File: src/rtl/viterbi_acs_traceback.sv
// viterbi_acs_traceback: hard-decision K=3 rate-1/2 Viterbi decoder (G0=111, G1=101), 4-state ACS with frame traceback
//   i_clk    : clock, rising edge
//   i_rst_n  : synchronous active-low reset
//   i_valid  : i_symbol valid this cycle
//   i_symbol : [1]=G0 parity, [0]=G1 parity
//   o_ready  : symbols accepted (IDLE/ACS); dropped otherwise
//   o_busy   : traceback in progress or result presented (TRACE/DONE)
//   o_data   : decoded word, bit t = t-th decoded bit
//   o_valid  : one-cycle pulse qualifying o_data
module viterbi_acs_traceback #(
  parameter int N_BITS      = 8,
  parameter int SIZE_SYMBOL = 2,
  parameter int PM_WIDTH    = 5
) (
  input  logic                   i_clk,
  input  logic                   i_rst_n,
  input  logic                   i_valid,
  input  logic [SIZE_SYMBOL-1:0] i_symbol,
  output logic                   o_ready,
  output logic                   o_busy,
  output logic [N_BITS-1:0]      o_data,
  output logic                   o_valid
);
  localparam int IW = $clog2(N_BITS);
  localparam int CW = IW + 1;
  localparam logic [CW-1:0] LAST = CW'(N_BITS - 1);
  localparam logic [CW-1:0] FULL = CW'(N_BITS);
  localparam logic [PM_WIDTH-1:0] MAX = {PM_WIDTH{1'b1}};
  localparam logic [3:0][PM_WIDTH-1:0] PM_INIT = {MAX, MAX, MAX, {PM_WIDTH{1'b0}}};
  typedef enum logic [1:0] {IDLE, ACS, TRACE, DONE} state_t;
  state_t r_state, w_state_nx;
  logic [CW-1:0] r_cnt;
  logic [3:0][PM_WIDTH-1:0] r_pm;
  logic [3:0][PM_WIDTH-1:0] w_pm_nx;
  logic [N_BITS-1:0][3:0] r_surv;
  logic [N_BITS-1:0] r_data;
  logic [1:0] r_ts;
  logic [3:0] w_dec;
  logic [1:0] w_min, w_lo, w_hi, w_cur;
  logic [IW-1:0] w_wr_idx, w_rd_idx;
  logic w_acc;
  // Hamming distance between the received symbol and the branch label of pred p under input u.
  function automatic logic [1:0] bm(input logic [1:0] sym, input logic u, input logic [1:0] p);
    logic [1:0] e;
    e = {u ^ p[1] ^ p[0], u ^ p[0]} ^ sym;
    return {1'b0, e[1]} + {1'b0, e[0]};
  endfunction
  function automatic logic [PM_WIDTH-1:0] sat(input logic [PM_WIDTH-1:0] pm, input logic [1:0] b);
    logic [PM_WIDTH:0] s;
    s = {1'b0, pm} + {{(PM_WIDTH-1){1'b0}}, b};
    return s[PM_WIDTH] ? MAX : s[PM_WIDTH-1:0];
  endfunction
  // Next state ns={u,s[1]} has predecessors {ns[0],0} and {ns[0],1}; decision bit is the pred's s[0].
  for (genvar g = 0; g < 4; g++) begin : g_acs
    localparam logic [1:0] NS = 2'(g);
    localparam logic [1:0] P0 = {NS[0], 1'b0};
    localparam logic [1:0] P1 = {NS[0], 1'b1};
    logic [PM_WIDTH-1:0] w_c0, w_c1;
    assign w_c0 = sat(r_pm[P0], bm(i_symbol, NS[1], P0));
    assign w_c1 = sat(r_pm[P1], bm(i_symbol, NS[1], P1));
    assign w_dec[g] = w_c1 < w_c0;
    assign w_pm_nx[g] = w_dec[g] ? w_c1 : w_c0;
  end
  // Strict compares keep the lower index on ties.
  assign w_lo = (r_pm[1] < r_pm[0]) ? 2'd1 : 2'd0;
  assign w_hi = (r_pm[3] < r_pm[2]) ? 2'd3 : 2'd2;
  assign w_min = (r_pm[w_hi] < r_pm[w_lo]) ? w_hi : w_lo;
  // The first trace cycle starts from the best final state; later cycles follow the walked-back state.
  assign w_cur = (r_cnt == FULL) ? w_min : r_ts;
  assign w_wr_idx = r_cnt[IW-1:0];
  assign w_rd_idx = IW'(r_cnt - 1'b1);
  assign w_acc = i_valid & o_ready;
  assign o_data = r_data;
  always_comb begin
    w_state_nx = r_state;
    o_ready = 1'b0;
    o_busy = 1'b0;
    o_valid = 1'b0;
    case (r_state)
      IDLE, ACS: begin
        o_ready = 1'b1;
        w_state_nx = !(i_valid) ? r_state : (r_cnt == LAST) ? TRACE : ACS;
      end
      TRACE: begin
        o_busy = 1'b1;
        w_state_nx = (r_cnt == 1) ? DONE : TRACE;
      end
      default: begin
        o_busy = 1'b1;
        o_valid = 1'b1;
        w_state_nx = IDLE;
      end
    endcase
  end
  always_ff @(posedge i_clk) begin
    if (!i_rst_n) r_state <= IDLE;
    else r_state <= w_state_nx;
  end
  always_ff @(posedge i_clk) begin
    if (!i_rst_n) begin
      r_cnt <= '0;
      r_pm <= PM_INIT;
      r_surv <= '0;
      r_data <= '0;
      r_ts <= '0;
    end else if (w_acc) begin
      r_pm <= w_pm_nx;
      r_surv[w_wr_idx] <= w_dec;
      r_cnt <= r_cnt + 1'b1;
    end else if (r_state == TRACE) begin
      r_data[w_rd_idx] <= w_cur[1];
      r_ts <= {w_cur[0], r_surv[w_rd_idx][w_cur]};
      r_cnt <= r_cnt - 1'b1;
    end else if (r_state == DONE) begin
      r_pm <= PM_INIT;
      r_data <= '0;
    end
  end
endmodule

File: config.mk
export PLATFORM = sky130hd
export DESIGN_NAME = viterbi_acs_traceback
export DESIGN_NICKNAME = d
export VERILOG_FILES = /design/src/rtl/viterbi_acs_traceback.sv
export SDC_FILE = /design/constraint.sdc
export NUM_CORES = 1
export LEC_CHECK = 0
export ABC_AREA = 1
export CAP_MARGIN = 20
export CORE_ASPECT_RATIO = 2
export CORE_UTILIZATION = 45
export CTS_CLUSTER_SIZE = 10
export DETAILED_ROUTE_END_ITERATION = 8
export PLACE_DENSITY = 0.59
export SKIP_CTS_REPAIR_TIMING = 1
export SYNTH_ARGS = -nofsm -noshare
export SYNTH_HDL_FRONTEND = slang
export SYNTH_SLANG_ARGS = --single-unit
File: constraint.sdc
create_clock -name i_clk -period 9.27 [get_ports i_clk]
set_clock_uncertainty 0.1 [all_clocks]
set_input_delay 1.854 -clock i_clk [delete_from_list [all_inputs] [get_ports i_clk]]
set_output_delay 1.854 -clock i_clk [all_outputs]
set_load 0.02 [all_outputs]
==> run metrics, run 1 <==
first-pass GRT wire length 24400 um; FF+latch count, synth 68; Clock Power Share 0.270; synth unique cells 44; Worst EP required 9.36 ns; setup TNS 0 ns; clock root cell clkbuf_16; Crit Path Category in -> reg; GP Congestion 0.878; CP top delay family adder cells; Gate power share 0.491; Finished Layout Cells 882; syn_area_per_cell 7.16 um^2; DR pass1 iterations 4; Pwr Density 255 nW/um^2; switching power 646 uW; All-Layer GR Usage 0.266; cell count after synthesis 728; vias in the first global route 4860; number of diodes 0; post-route ant nets 0; clk_lat worst skew 0.34 ns; RSZ-0062 raised after global routing no; fraction of layout cells with a size suffix above 1 0.135; most frequent cells in the layout 122 x nand2_1, 91 x a21oi_1, 87 x inv_1; IO Count 16; EDFF count, synth 0; endpoints failing setup 0; Tmin final 5.46 ns; Leak 0.00257 uW; Slew Viols, Final 0; Worst-Margin Slew 0.969 ns; crit start category input port; clock tree buffer depth 2; final hold violation count 0; sequential fraction of the synthesis area 0.261; critical-path maximum fanout 13; Vias/cell 5.48; sw frac 0.438; Buf/Inv on CP 6; sequential power share 0.240; Initial Utilization 0.462; Final #Nets 796; Arr. time, crit path 5.55 ns; Via Count 4829; post-DP HPWL 11800 um; multiplexer share of the synthesized area 0; Post-Syn Area 5210 um^2; post-synthesis adder-cell area fraction 0.146; DRT iter0 DRCs 283; Die X 78.1 um; ys async rst share 0; most common cell after layout, fill and taps aside nand2_1; Worst Min Path Start o_data[3]; number of max-cap violations 0; Post-Synth XOR/XNOR Area 0.0218; largest net degree at the start of global routing 42; Worst path most repeated cell inv_1; drt total wl 15200 um; initial antenna violation count 0; Final Cycle Share 0.589; placed insts 866; DRC errors left 0; Area Growth Syn to Fin 10.9%; die area 12000 um^2; Clock Pin Slew Worst Setup and Hold Paths 0.06 ns; CTS Buf Count 9; worst relative slew slack 0.350; Critical Path, Cell by Cell clkdlybuf4s50_1 > inv_1 > ha_1 > inv_1 > ha_1 > inv_1 > fa_1 > nor2_1 > inv_1 > nor3_1 > nor2_1 > a21oi_1 > ha_1 > a21oi_1 > o21a_1 > nand2_4 > inv_4 > o21ai_1 > o21ai_1 > o211ai_1; f_max 183 MHz; filler cell count 1137; slowest stage cell on the critical path clkdlybuf4s50_1; yosys warns 0; gr ovfl total 0; PortBufs 15; Critical path origin i_symbol[0]; FP Rows 55; CTS tree yes; Top FF cell, synth dfxtp_1; R2R Path Start r_cnt[0]; Worst setup EP type register; simple-gate share of the synthesized area 0.225; worst vdd ir 0.000151 V; status complete, no violations; post-synthesis compound-gate area fraction 0.243; core box area 11300 um^2; worst min path class reg -> reg; CP peak stage delay 0.51 ns; DR WL/cell 17.2 um; clk sink count 68; post-synthesis net count 789; Max H-tree Level 3; largest family of logic cells by synthesized area compound AO/OA/AOI/OAI gates; Die Y 154 um; internal power 829 uW
cells in the mapped netlist (3+ instances only):
master / count / area share
nand2_4: 5 / 0.011
nand3_2: 4 / 0.0077
nand3_1: 30 / 0.029
ha_1: 48 / 0.12
nand4_1: 5 / 0.0060
fa_1: 8 / 0.031
o21ai_0: 57 / 0.055
inv_1: 87 / 0.063
o211ai_2: 6 / 0.014
a21oi_2: 6 / 0.010
xor2_1: 9 / 0.015
xnor2_1: 4 / 0.0067
o21a_1: 3 / 0.0043
nor2_1: 40 / 0.029
buf_6: 3 / 0.0065
nand2_1: 122 / 0.088
nand2_2: 25 / 0.030
o211ai_1: 14 / 0.020
o21ai_2: 6 / 0.010
buf_2: 7 / 0.0067
clkbuf_1: 9 / 0.0065
dfxtp_1: 68 / 0.26
nor2_2: 4 / 0.0048
o21ai_1: 24 / 0.023
inv_2: 15 / 0.011
nor3_1: 5 / 0.0048
a21oi_1: 91 / 0.087
o22ai_1: 3 / 0.0036
through the flow:
stage          utilization  worst slack [ns]  instance area, um^2  hold slack [ns]  total power (uW)
5_1_grt              0.512              3.49                 5780            0.428              1590
2_1_floorplan            -              4.58                 5210            0.371               932
6_report             0.512              3.81                 5780            0.399              1480
3_5_place_dp         0.482              3.50                 5440            0.395              1080
4_1_cts              0.512              3.82                 5780            0.403              1480
3_3_place_gp         0.482              3.59                 5440            0.393              1060
kinds of logic after synthesis:
logic type               after synthesis
XOR/XNOR                              13
AO/OA/AOI/OAI                        216
AND/OR/NAND/NOR                      247
adder cells (fa/ha/maj)               56
buffers and inverters                128
flip-flops                            68
layout make-up:
cell class                 count  area, um^2  area share
sequential                    68        1360       0.235
inverter                     108         428      0.0740
timing repair buffer          16         158      0.0273
clock buffer                  10         229      0.0396
tap                          142         178      0.0307
multi-input combinational    532        3310       0.573
clock inverter                 6         113      0.0195
worst register-to-register path: stages, from the launching register on:
cell,delay [ns]
dfxtp_1,0.70
inv_1,0.41
ha_1,0.65
inv_1,0.24
nand3_1,0.32
o22ai_1,0.13
nor3_1,0.19
nand3_1,0.08
inv_1,0.15
nand3_1,0.10
nand3_1,0.09
nand3_1,0.07
nand2_1,0.07
inv_1,0.05
power by group through the flow:
stage | Clock (uW) | Combinational (uW) | Sequential [uW]
after floorplan | 0 | 590 | 342
after global placement | 0 | 698 | 359
after detailed placement | 0 | 717 | 359
after CTS | 403 | 722 | 353
after global routing | 416 | 816 | 356
final | 398 | 724 | 353
worst paths after layout:
| path | endpoint | slack, ns | cells past startpoint |
|---|---|---|---|
| setup / recovery | r_pm[6] | 3.81 | 20 |
| hold / removal | o_data[3] | 0.40 | 2 |
| setup reg to reg | r_ts[0] | 5.81 | 13 |
| hold reg to reg | o_data[3] | 0.40 | 2 |
metal layers:
layer | vias to the layer above | track usage | routed length [um]
met3 | 53 | 0.0348 | 404
met5 | - | 0 | 0
met1 | 2217 | 0.270 | 5680
met2 | 111 | 0.491 | 8180
li1 | 2448 | - | -
met4 | 0 | 0.178 | 927
flip-flops by register name, summed over array words and instances, names as in the netlist:
| signal | count |
|---|---|
| o_data | 8 |
| r_cnt | 4 |
| r_pm | 20 |
| r_state | 2 |
| r_surv | 32 |
| r_ts | 2 |
No activity file was read; power rests on OpenSTA's default activity.
==> run 2, diff against run 1 <==
--- a/config.mk
+++ b/config.mk
@@ -11,7 +11,7 @@
 export CORE_UTILIZATION = 45
 export CTS_CLUSTER_SIZE = 10
 export DETAILED_ROUTE_END_ITERATION = 8
-export PLACE_DENSITY = 0.59
+export PLACE_DENSITY = 0.62
 export SKIP_CTS_REPAIR_TIMING = 1
 export SYNTH_ARGS = -nofsm -noshare
 export SYNTH_HDL_FRONTEND = slang
==> constraint.sdc (replaced) <==
create_clock -name i_clk -period 4.7 [get_ports i_clk]
set_clock_uncertainty 0.1 [all_clocks]
set_input_delay 0.94 -clock i_clk [delete_from_list [all_inputs] [get_ports i_clk]]
set_output_delay 0.94 -clock i_clk [all_outputs]
set_load 0.02 [all_outputs]
==> run 2 against run 1 <==
  * Via count fell by 0.33%
  * Non-clock buffer count rose by 6
  * Critical endpoint is now r_pm[5]
  * Routed wire length fell by 2.4%
  * Sequential power rose by 97%
  * Worst hold slack improved by 0.0081 ns
  * Combinational power rose by 110%
  * Critical path type unchanged
  * First-iteration DRC count fell by 17%
  * Global-route usage fell by 0.32 points
  * Flip-flop and latch count did not move
  * Worst setup slack got worse by 3.5 ns
  * Core utilization rose by 0.24 points
==> run metrics, run 2 (synthesized netlist as in run 1, its figures left out) <==
crit start category input port (unchanged); post-DP HPWL 11700 um (was 11800 um); Via Count 4813 (was 4829); All-Layer GR Usage 0.262 (was 0.266); worst vdd ir 0.000264 V (was 0.000151 V); Max H-tree Level 3 (unchanged); area of the multi-input gates 3310 um^2 (unchanged); CTS Buf Count 9 (unchanged); max reg flops 32 (unchanged); IO Count 16 (unchanged); largest net degree at the start of global routing 43 (was 42); Worst EP required 4.82 ns (was 9.36 ns); number of max-cap violations 0 (unchanged); Die Y 154 um (unchanged); clk sink count 68 (unchanged); worst setup margin 0.353 ns (was 3.81 ns); Vias/cell 5.42 (was 5.48); clk_lat worst skew 0.34 ns (about the same); Slew Viols, Final 0 (unchanged); WHS 0.408 ns (was 0.399 ns); DRC errors left 0 (unchanged); final hold violation count 0 (unchanged); gr ovfl total 0 (unchanged); final core occ 0.515 (was 0.512); placed insts 872 (was 866); number of diodes 0 (unchanged); Worst setup EP type register (unchanged); FF/Latch Area 1360 um^2 (unchanged); worst relative slew slack 0.376 (was 0.350); post-place instance area 5480 um^2 (was 5440 um^2); Arr. time, crit path 4.46 ns (was 5.55 ns); DR WL/cell 16.7 um (was 17.2 um); Final Cycle Share 0.925; pre-CTS setup slack -0.00548 ns (was 3.50 ns); drt total wl 14800 um (was 15200 um); post-route ant nets 0 (unchanged); initial antenna violation count 0 (unchanged); fin area 5810 um^2 (was 5780 um^2); PortBufs 15 (unchanged); Finished Layout Cells 888 (was 882); RSZ-0062 raised after global routing no (unchanged); critical-path maximum fanout 9 (was 13); filler cell count 1112 (was 1137); GP Congestion 0.946 (was 0.878); Final #Nets 802 (was 796); clock root cell clkbuf_16 (unchanged); worst min path class reg -> reg (unchanged); CTS tree yes (unchanged); core box area 11300 um^2 (unchanged); vias in the first global route 4875 (was 4860); endpoints failing setup 0 (unchanged); Pwr Density 504 nW/um^2 (was 255 nW/um^2); f_max 230 MHz; Tmin final 4.35 ns; most common cell after layout, fill and taps aside nand2_1 (unchanged); Biggest register r_surv (unchanged); FP Rows 55 (unchanged); clock tree buffer depth 2 (unchanged); DR pass1 iterations 5 (was 4); Leak 0.00258 uW (was 0.00257 uW); Area Growth Syn to Fin 11.5% (was 10.9%); first-pass GRT wire length 24200 um (was 24400 um); die area 12000 um^2 (unchanged); Initial Utilization 0.462 (unchanged); most frequent cells in the layout 122 x nand2_1, 91 x a21oi_1, 87 x inv_1 (unchanged); fraction of layout cells with a size suffix above 1 0.143 (was 0.135); Die X 78.1 um (unchanged); Crit Path Category in -> reg (unchanged); Clock Pin Slew Worst Setup and Hold Paths 0.06 ns (about the same); status complete, no violations (unchanged); DRT iter0 DRCs 234 (was 283); Worst-Margin Slew 0.930 ns (was 0.969 ns)
run 2: critical path, cell delays in order:
cell	delay [ns]
clkdlybuf4s50_1	0.51
inv_1	0.07
ha_1	0.38
inv_1	0.12
ha_1	0.19
inv_1	0.08
fa_1	0.38
nor2_1	0.14
inv_1	0.07
nor3_1	0.16
nor2_1	0.06
a21oi_1	0.20
ha_1	0.29
a21oi_1	0.15
o21a_1	0.17
nand2_4	0.10
a21oi_1	0.13
o21ai_1	0.09
a21oi_1	0.12
o21ai_1	0.10
run 2: metal layers:
layer	global-route usage	vias up	part of all wire
met1	0.259	2235	0.37
met4	0.148	0	0.046
met3	0.0313	42	0.019
li1	-	2455	-
met5	0	-	0
met2	0.509	81	0.56
run 2: stage by stage:
step	setup TNS, ns	total power (uW)
after floorplan	0	1840
after global placement	0	2140
after detailed placement	-0.00548	2190
after CTS	0	2940
after global routing	0	3160
final	0	2930
run 2: worst paths after layout:
kind | cells after the start | start | endpoint | slack [ns]
max | 20 | i_symbol[0] | r_pm[5] | 0.35
min | 2 | o_data[0] | o_data[0] | 0.41
max reg2reg | 13 | r_cnt[0] | r_ts[0] | 1.36
min reg2reg | 2 | o_data[0] | o_data[0] | 0.41
run 2: final cells by class:
cell class | count | share of cell area
clock buffer | 9 | 0.0388
clock inverter | 7 | 0.0170
inverter | 108 | 0.0737
multi-input combinational | 532 | 0.571
sequential | 68 | 0.234
tap | 142 | 0.0306
timing repair buffer | 22 | 0.0349
run 2: power breakdown:
group / leakage [uW] / internal, uW / switching (uW)
sequential: 0.000555 / 624 / 70.4
clock: 0.000156 / 468 / 277
combinational: 0.00187 / 533 / 955
total: 0.00258 / 1630 / 1300
==> run 3, diff against run 2 <==
--- a/config.mk
+++ b/config.mk
@@ -6,6 +6,7 @@
 export NUM_CORES = 1
 export LEC_CHECK = 0
 export ABC_AREA = 1
+export ABC_CLOCK_PERIOD_IN_PS = 4700
 export CAP_MARGIN = 20
 export CORE_ASPECT_RATIO = 2
 export CORE_UTILIZATION = 45
==> results of run 3 <==
No change in the layout: final DEF, timing and power equal those of run 2.
